<file path="src/rtl/reg_write_arbiter.sv">
// Arbitrates the register bank write port between host (A, priority) and demo engine (B),
// and schedules load_new commits at vertical blanking. Optional: REG_ARB_IMMEDIATE_EN.
module reg_write_arbiter #(
    parameter int CMD_BITS     = 4,
    parameter int DATA_BITS    = 16,
    parameter int STARVE_LIMIT = 8
) (
    input  logic                 clk,
    input  logic                 reset_n,
    input  logic                 vblank_start,
`ifdef REG_ARB_IMMEDIATE_EN
    input  logic                 immediate,
`endif
    input  logic                 a_req,
    input  logic [CMD_BITS-1:0]  a_cmd,
    input  logic [DATA_BITS-1:0] a_data,
    output logic                 a_ack,
    input  logic                 b_req,
    input  logic [CMD_BITS-1:0]  b_cmd,
    input  logic [DATA_BITS-1:0] b_data,
    output logic                 b_ack,
    input  logic                 batch,
    output logic                 wr_en,
    output logic [CMD_BITS-1:0]  wr_cmd,
    output logic [DATA_BITS-1:0] wr_data,
    output logic                 load_new,
    output logic                 busy
);

    localparam int SW = $clog2(STARVE_LIMIT + 1);

    typedef enum logic [1:0] {IDLE, WRITE, COMMIT} state_t;

    state_t               state_q, state_d;
    logic                 pending_q, pending_d;
    logic [SW-1:0]        starve_q, starve_d;
    logic [CMD_BITS-1:0]  wr_cmd_q, wr_cmd_d;
    logic [DATA_BITS-1:0] wr_data_q, wr_data_d;
    logic                 a_ack_q, a_ack_d;
    logic                 b_ack_q, b_ack_d;
    logic                 wr_en_q, load_new_q, busy_q;
    logic                 commit_req;
    logic                 b_starved;

    assign b_starved = b_req && (starve_q == SW'(STARVE_LIMIT));

`ifdef REG_ARB_IMMEDIATE_EN
    assign commit_req = vblank_start || ((state_q == WRITE) && immediate);
`else
    assign commit_req = vblank_start;
`endif

    always_comb begin
        state_d   = state_q;
        starve_d  = starve_q;
        wr_cmd_d  = wr_cmd_q;
        wr_data_d = wr_data_q;
        a_ack_d   = 1'b0;
        b_ack_d   = 1'b0;
        case (state_q)
            IDLE: begin
                // A pending commit outranks any new grant so it lands in this blanking interval.
                if (pending_q && !batch) begin
                    state_d = COMMIT;
                end else if (a_req && !b_starved) begin
                    state_d   = WRITE;
                    a_ack_d   = 1'b1;
                    wr_cmd_d  = a_cmd;
                    wr_data_d = a_data;
                    starve_d  = b_req ? starve_q + 1'b1 : '0;
                end else if (b_req) begin
                    state_d   = WRITE;
                    b_ack_d   = 1'b1;
                    wr_cmd_d  = b_cmd;
                    wr_data_d = b_data;
                    starve_d  = '0;
                end else begin
                    starve_d = '0;
                end
            end
            WRITE:   state_d = IDLE;
            COMMIT:  state_d = IDLE;
            default: state_d = IDLE;
        endcase
        // A vblank landing on the commit cycle itself re-arms for a second commit.
        pending_d = commit_req || (pending_q && (state_q != COMMIT));
    end

    always_ff @(posedge clk or negedge reset_n) begin
        if (!reset_n) begin
            state_q    <= IDLE;
            pending_q  <= 1'b0;
            starve_q   <= '0;
            wr_cmd_q   <= '0;
            wr_data_q  <= '0;
            a_ack_q    <= 1'b0;
            b_ack_q    <= 1'b0;
            wr_en_q    <= 1'b0;
            load_new_q <= 1'b0;
            busy_q     <= 1'b0;
        end else begin
            state_q    <= state_d;
            pending_q  <= pending_d;
            starve_q   <= starve_d;
            wr_cmd_q   <= wr_cmd_d;
            wr_data_q  <= wr_data_d;
            a_ack_q    <= a_ack_d;
            b_ack_q    <= b_ack_d;
            wr_en_q    <= (state_d == WRITE);
            load_new_q <= (state_d == COMMIT);
            busy_q     <= (state_d != IDLE) || pending_d;
        end
    end

    assign a_ack    = a_ack_q;
    assign b_ack    = b_ack_q;
    assign wr_en    = wr_en_q;
    assign wr_cmd   = wr_cmd_q;
    assign wr_data  = wr_data_q;
    assign load_new = load_new_q;
    assign busy     = busy_q;

endmodule

</file>
<file path="config.mk">
export PLATFORM = sky130hd
export DESIGN_NAME = reg_write_arbiter
export DESIGN_NICKNAME = d
export VERILOG_FILES = /design/src/rtl/reg_write_arbiter.sv
export SDC_FILE = /design/constraint.sdc
export NUM_CORES = 1
export LEC_CHECK = 0
export CAP_MARGIN = 20
export CORE_MARGIN = 2
export CORE_UTILIZATION = 41
export CTS_CLUSTER_DIAMETER = 30
export CTS_CLUSTER_SIZE = 20
export DETAILED_ROUTE_END_ITERATION = 12
export GPL_TIMING_DRIVEN = 0
export PLACE_DENSITY_LB_ADDON = 0.08
export SLEW_MARGIN = 5
export SYNTH_ARGS = -nofsm -noshare
export SYNTH_HDL_FRONTEND = slang
export SYNTH_SLANG_ARGS = --single-unit
</file>
<file path="constraint.sdc">
create_clock -name clk -period 2.2 [get_ports clk]
set_clock_uncertainty 0.2 [all_clocks]
set_input_delay 0.55 -clock clk [delete_from_list [all_inputs] [get_ports clk]]
set_output_delay 0.55 -clock clk [all_outputs]
set_load 0.01 [all_outputs]
</file>
; Yosys cells after proc, flatten, opt, wreduce, memory -nomap -nowiden
; Cells that the tools add are included.
[totals]
reg_bits = 32
out_inout_bits = 25
elab_cells = 46
input_bits = 46
[op_classes]
bitwise_logic = 1
n_reduce_logical = 13
muxes = 17
n_eq_ne = 4
add_sub_neg = 1
[op_table]
columns = op, count
row1 = 16-bit 2-to-1 mux, 2
row2 = 4-bit 2-to-1 mux, 4
row3 = 2-bit 2-to-1 mux, 4
row4 = 1-bit 2-to-1 mux, 7
row5 = "4-bit by 1-bit adder with 4-bit output, second input constant", 1
row6 = "4-bit == test, second input constant", 1
row7 = 1-bit logical AND, 4
row8 = 2-bit nonzero test, 2
row9 = 3-bit AND reduction, 1
row10 = "2-bit by 1-bit == test with 1-bit output, second input constant", 1
row11 = "2-bit == test, second input constant", 1
row12 = 1-bit zero test, 2
row13 = 2-bit zero test, 1
row14 = 1-bit logical OR, 2
row15 = "2-bit inequality test, second input constant", 1
row16 = 2-bit AND reduction, 1
row17 = 1-bit inverter, 1

; Depth between registers and ports, before layout
[logic_depth]
word_depth = 9
mapped_depth = 6
mapped_depth_nobuf = 5

; Worst setup path before layout
; Ideal clock, no wire load.
[synth_path]
path_kind = reg2reg
startpoint = register starve_q[0]
endpoint = register wr_cmd_q[0], in the netlist wr_cmd[0]
arrival_ps = 1567
path_slack_ps = 289
period_less_slack_ps = 1911
path_stages_with_launch = 7
path_buffers = 1
setup_time_ps = 143
t_required_ps = 1857
path_cell_list = dfrtp_1 inv_1 ha_1 nand3b_1 a2111oi_1 buf_2 a222oi_1
[synth_via]
elab_chain_cells = 6
elab_cells_between_ends = 7
classes_between = eq/ne (1) / mux (1) / reduce/logical (5)
[synth_lines]
columns = element, line_no
row1 = "start, declared", 36  ; logic [SW-1:0] starve_q, starve_d;
row2 = "start signal, assigned", 104  ; starve_q <= starve_d;
row3 = 4-bit == test *, 45  ; assign b_starved = b_req && (starve_q == SW'(STARVE_LIMIT));
row4 = 1-bit logical AND *, 45
row5 = 1-bit zero test *, 65  ; end else if (a_req && !b_starved) begin
row6 = 1-bit logical AND *, 65
row7 = 2-bit nonzero test (no line), --
row8 = 3-bit AND reduction (no line), --
row9 = "end signal, assigned", 105  ; wr_cmd_q <= wr_cmd_d;
row10 = "end, declared", 37  ; logic [CMD_BITS-1:0] wr_cmd_q, wr_cmd_d;
; Every way passes the cells marked *; elsewhere a longest branch is shown, timed or not.
; A chain may end at the register's enable or synchronous reset.

; Final worst setup path
[layout_path]
startpoint = input port batch
endpoint = register wr_cmd_q[1], in the netlist wr_cmd[1]
[layout_via]
elab_chain_cells = 4
[layout_lines]
columns = element, line_no
row1 = "start, declared", 22  ; input logic batch,
row2 = 1-bit zero test, 63  ; if (pending_q && !batch) begin
row3 = 1-bit logical AND, 63
row4 = 1-bit inverter (no line), --
row5 = 3-bit AND reduction (no line), --
; No other way between the ends.

==> impl_results.md <==
- Slew margin rel.: 0.532
- Final setup vio count: 0
- Die W: approximately 65 um
- Clock-pin slew on the worst setup and hold paths: around 0.06 ns
- Slew Viols, Final: 0
- DR WL/cell: about 13 um
- Clk_lat worst skew: between 0.2 and 0.3 ns
- Final Hold Fails: 0
- Avg Inst Size Synth: between 9 and 10 um2
- Synth Instances: 157
- Yosys reg bits: 32
- Post-synth EDFFs: 0
- Antenna viol nets, final: 0
- VDD IR max: about 480 uV
- Hold-fix buffers, CTS: 0
- Clock power share: 0.190
- Setup CP Type: in -> reg
- Layout cells sized above 1: 0.0687
- Worst EP required: ~2.2 ns
- Register Area: roughly 800 um2
- Arrival time at the worst endpoint: roughly 2.1 ns
- RSZ-0062 raised after global routing: false
- Max Cap Viol: 0
- Port bufs: 70
- CTS Buf Count: 5
- FMAX: 476 MHz
- Simple-gate share of the synthesized area: 0.0702
- Post-Syn Nets: 205
- Vias in the first global route: 1,393
- Final Net Count: 281
- Global-route wire length before repair: 6290 um
- Top_reg_cell synth: dfrtp_1
- Largest family of logic cells by synthesized area: buffers and inverters
- Root Buffer: clkbuf_8
- TritonCTS clock tree: built
- Hold Crit Class: in -> async
- Detail Route met2 WL: 1930 um
- Final Critical Period: 2.10 ns
- Mux cell area share after synthesis: 0
- Pwr Total: between 2000 and 2500 uW
- Synthesized cell area: between 1500 and 2000 um2
- Period utilization: 0.955
- CORE AREA: ~3600 um2
- Area grow syn2layout: 56.7%
- # fillers: roughly 310
- Largest net degree at the start of global routing: 33
- Synth area leader: dfrtp_1
- CP Capture Type: flop
- Outcome: completed
- Share of total power in combinational logic: 0.413
- Total congestion overflow: 0
- Routed vias: ~1,400
- GPL Wtd Cong: around 0.73
- Flop pwr share: 0.397
- Slew @ Worst Pin: 0.702 ns
- Row count: 22
- Vias/cell: 4.99
- Top sig layer: met4
- Int Pwr: roughly 1500 uW
- Residual DRC: 0
- Met3 WL post-DR: about 360 um
- CTS max path bufs: 2
- Clk sink count: 32
- Switch share: 0.307
- Die Span Y: 64.8 um
- Multi-input gate area: 443 um2
- Die area: 4190 um2
- Synth Area in Compound Gates: 0.191
- Final WL: roughly 3800 um
- Starting Density: 0.420
- Synth top area share: 0.529
- Asr flop ratio synth: 1.00
- Final HPWL DP: 2800 um
- Drt first pass iters: 5
- Leak: 0.00123 uW
- PD cells: 930 nW/um2
- Setup TNS: 0 ns
- Synth area leaders: dfrtp_1 53%, inv_1 16%, a222oi_1 13%
- Top Ports: just over 70
- Gr usage total: 0.199
- Net switching power: just under 700 uW
- Wl on met1: ~1400 um
- Sequential share of the synthesized area: 0.529
- H-tree Lvls: 2
- Synth Area in Adders: 0.0165
- Yosys warns: 0
- CP startpoint kind: primary input
- 1st-iter DRT viols: 118
- Synth cell types: 27
- Initial antenna violation count: 0
- N_diodes: 0
- Maximum fanout along the worst path: 10
- Xor/xnor share of the synthesized area: 0
==> cells in the mapped netlist, types with 2 or more instances <==
library cell	number
inv_1	66
dfrtp_1	32
a222oi_1	20
nor2_1	4
a22o_1	3
nand2b_1	3
nor2b_1	3
buf_2	2
buf_6	2
clkbuf_1	2
ha_1	2
nand2_1	2
o21ai_0	2
==> kinds of logic (layout without fill, tap and decap cells) <==
group	after synthesis	count (layout)
AND/OR/NAND/NOR	19	19
adder cells (fa/ha/maj)	2	2
flip-flops	32	32
buffers and inverters	73	149
AO/OA/AOI/OAI	31	31
==> critical path, stage by stage <==
cell and delay (ns):
clkdlybuf4s50_1 0.47, nor2b_1 0.10, or3_4 0.44, buf_6 0.16, a222oi_1 0.35
==> per-stage QoR <==
stage | util | worst slack (ns) | hold slack (ns) | cells | instance area, um2
floorplan | - | 0.289 | 0.0544 | 157 | 1510
global placement | 0.631 | -0.246 | 0.296 | 275 | 2270
detailed placement | 0.629 | -0.350 | 0.309 | 275 | 2270
CTS | 0.652 | 0.00173 | 0.137 | 282 | 2350
global route | 0.658 | 0.0192 | 0.169 | 281 | 2370
finish | 0.658 | 0.0991 | 0.115 | 281 | 2370
==> area by class of cell <==
type,instances,share of cell area
flip-flops and latches,32,0.338
repair buffers,70,0.294
multi-input cells,52,0.187
inverters,66,0.104
clock buffers,6,0.0306
well taps,48,0.0253
plain buffers,6,0.0190
clock inverters,1,0.00211
==> power groups by stage <==
stage	clock network [uW]	registers [uW]	logic [uW]
after floorplan	0	955	328
after global placement	0	875	886
after detailed placement	0	885	906
after CTS	430	876	915
after global routing	456	904	996
final	419	877	911
==> layout by cell type, fill, tap and decap left out, types with 2 or more instances in the layout <==
master,netlist,routed
nor2_1,4,4
nor2b_1,3,3
clkbuf_2,1,2
clkbuf_8,0,5
buf_2,2,2
dfrtp_1,32,32
a222oi_1,20,20
nand2_1,2,2
inv_1,66,66
a22o_1,3,3
nand2b_1,3,3
clkdlybuf4s50_1,0,68
ha_1,2,2
buf_6,2,2
o21ai_0,2,2
==> timing repair <==
action                     4_1_cts  5_1_grt
pin swaps                        0        1
buffers inserted                 0        0
gates resized for setup          1        8
setup endpoints to repair       19       19
==> state kept, by name, summed over array words and instances, names as in the netlist <==
register   flops
wr_en          1
busy           1
b_ack          1
wr_cmd         4
wr_data       16
a_ack          1
load_new       1
starve_q       4
pending_q      1
state_q        2
==> per-layer routing <==
layer	GRT usage	vias to the layer above
met1	0.228	676
li1	-	661
met5	0	-
met3	0.0694	5
met2	0.336	60
met4	0.0878	0
==> final timing paths <==
path                       slack, ns          end  cells past startpoint   startpoint
hold / removal                  0.12  starve_q[3]                      1      reset_n
setup / recovery                 0.1    wr_cmd[1]                      5        batch
setup reg to reg                0.16   wr_data[8]                      6  starve_q[0]
min in group clk                0.32    pending_q                      1    pending_q
hold reg to reg                 0.32    pending_q                      1    pending_q
max in group asynchronous       1.24   wr_data[1]                      1      reset_n
No activity file was read; power rests on OpenSTA's default activity.
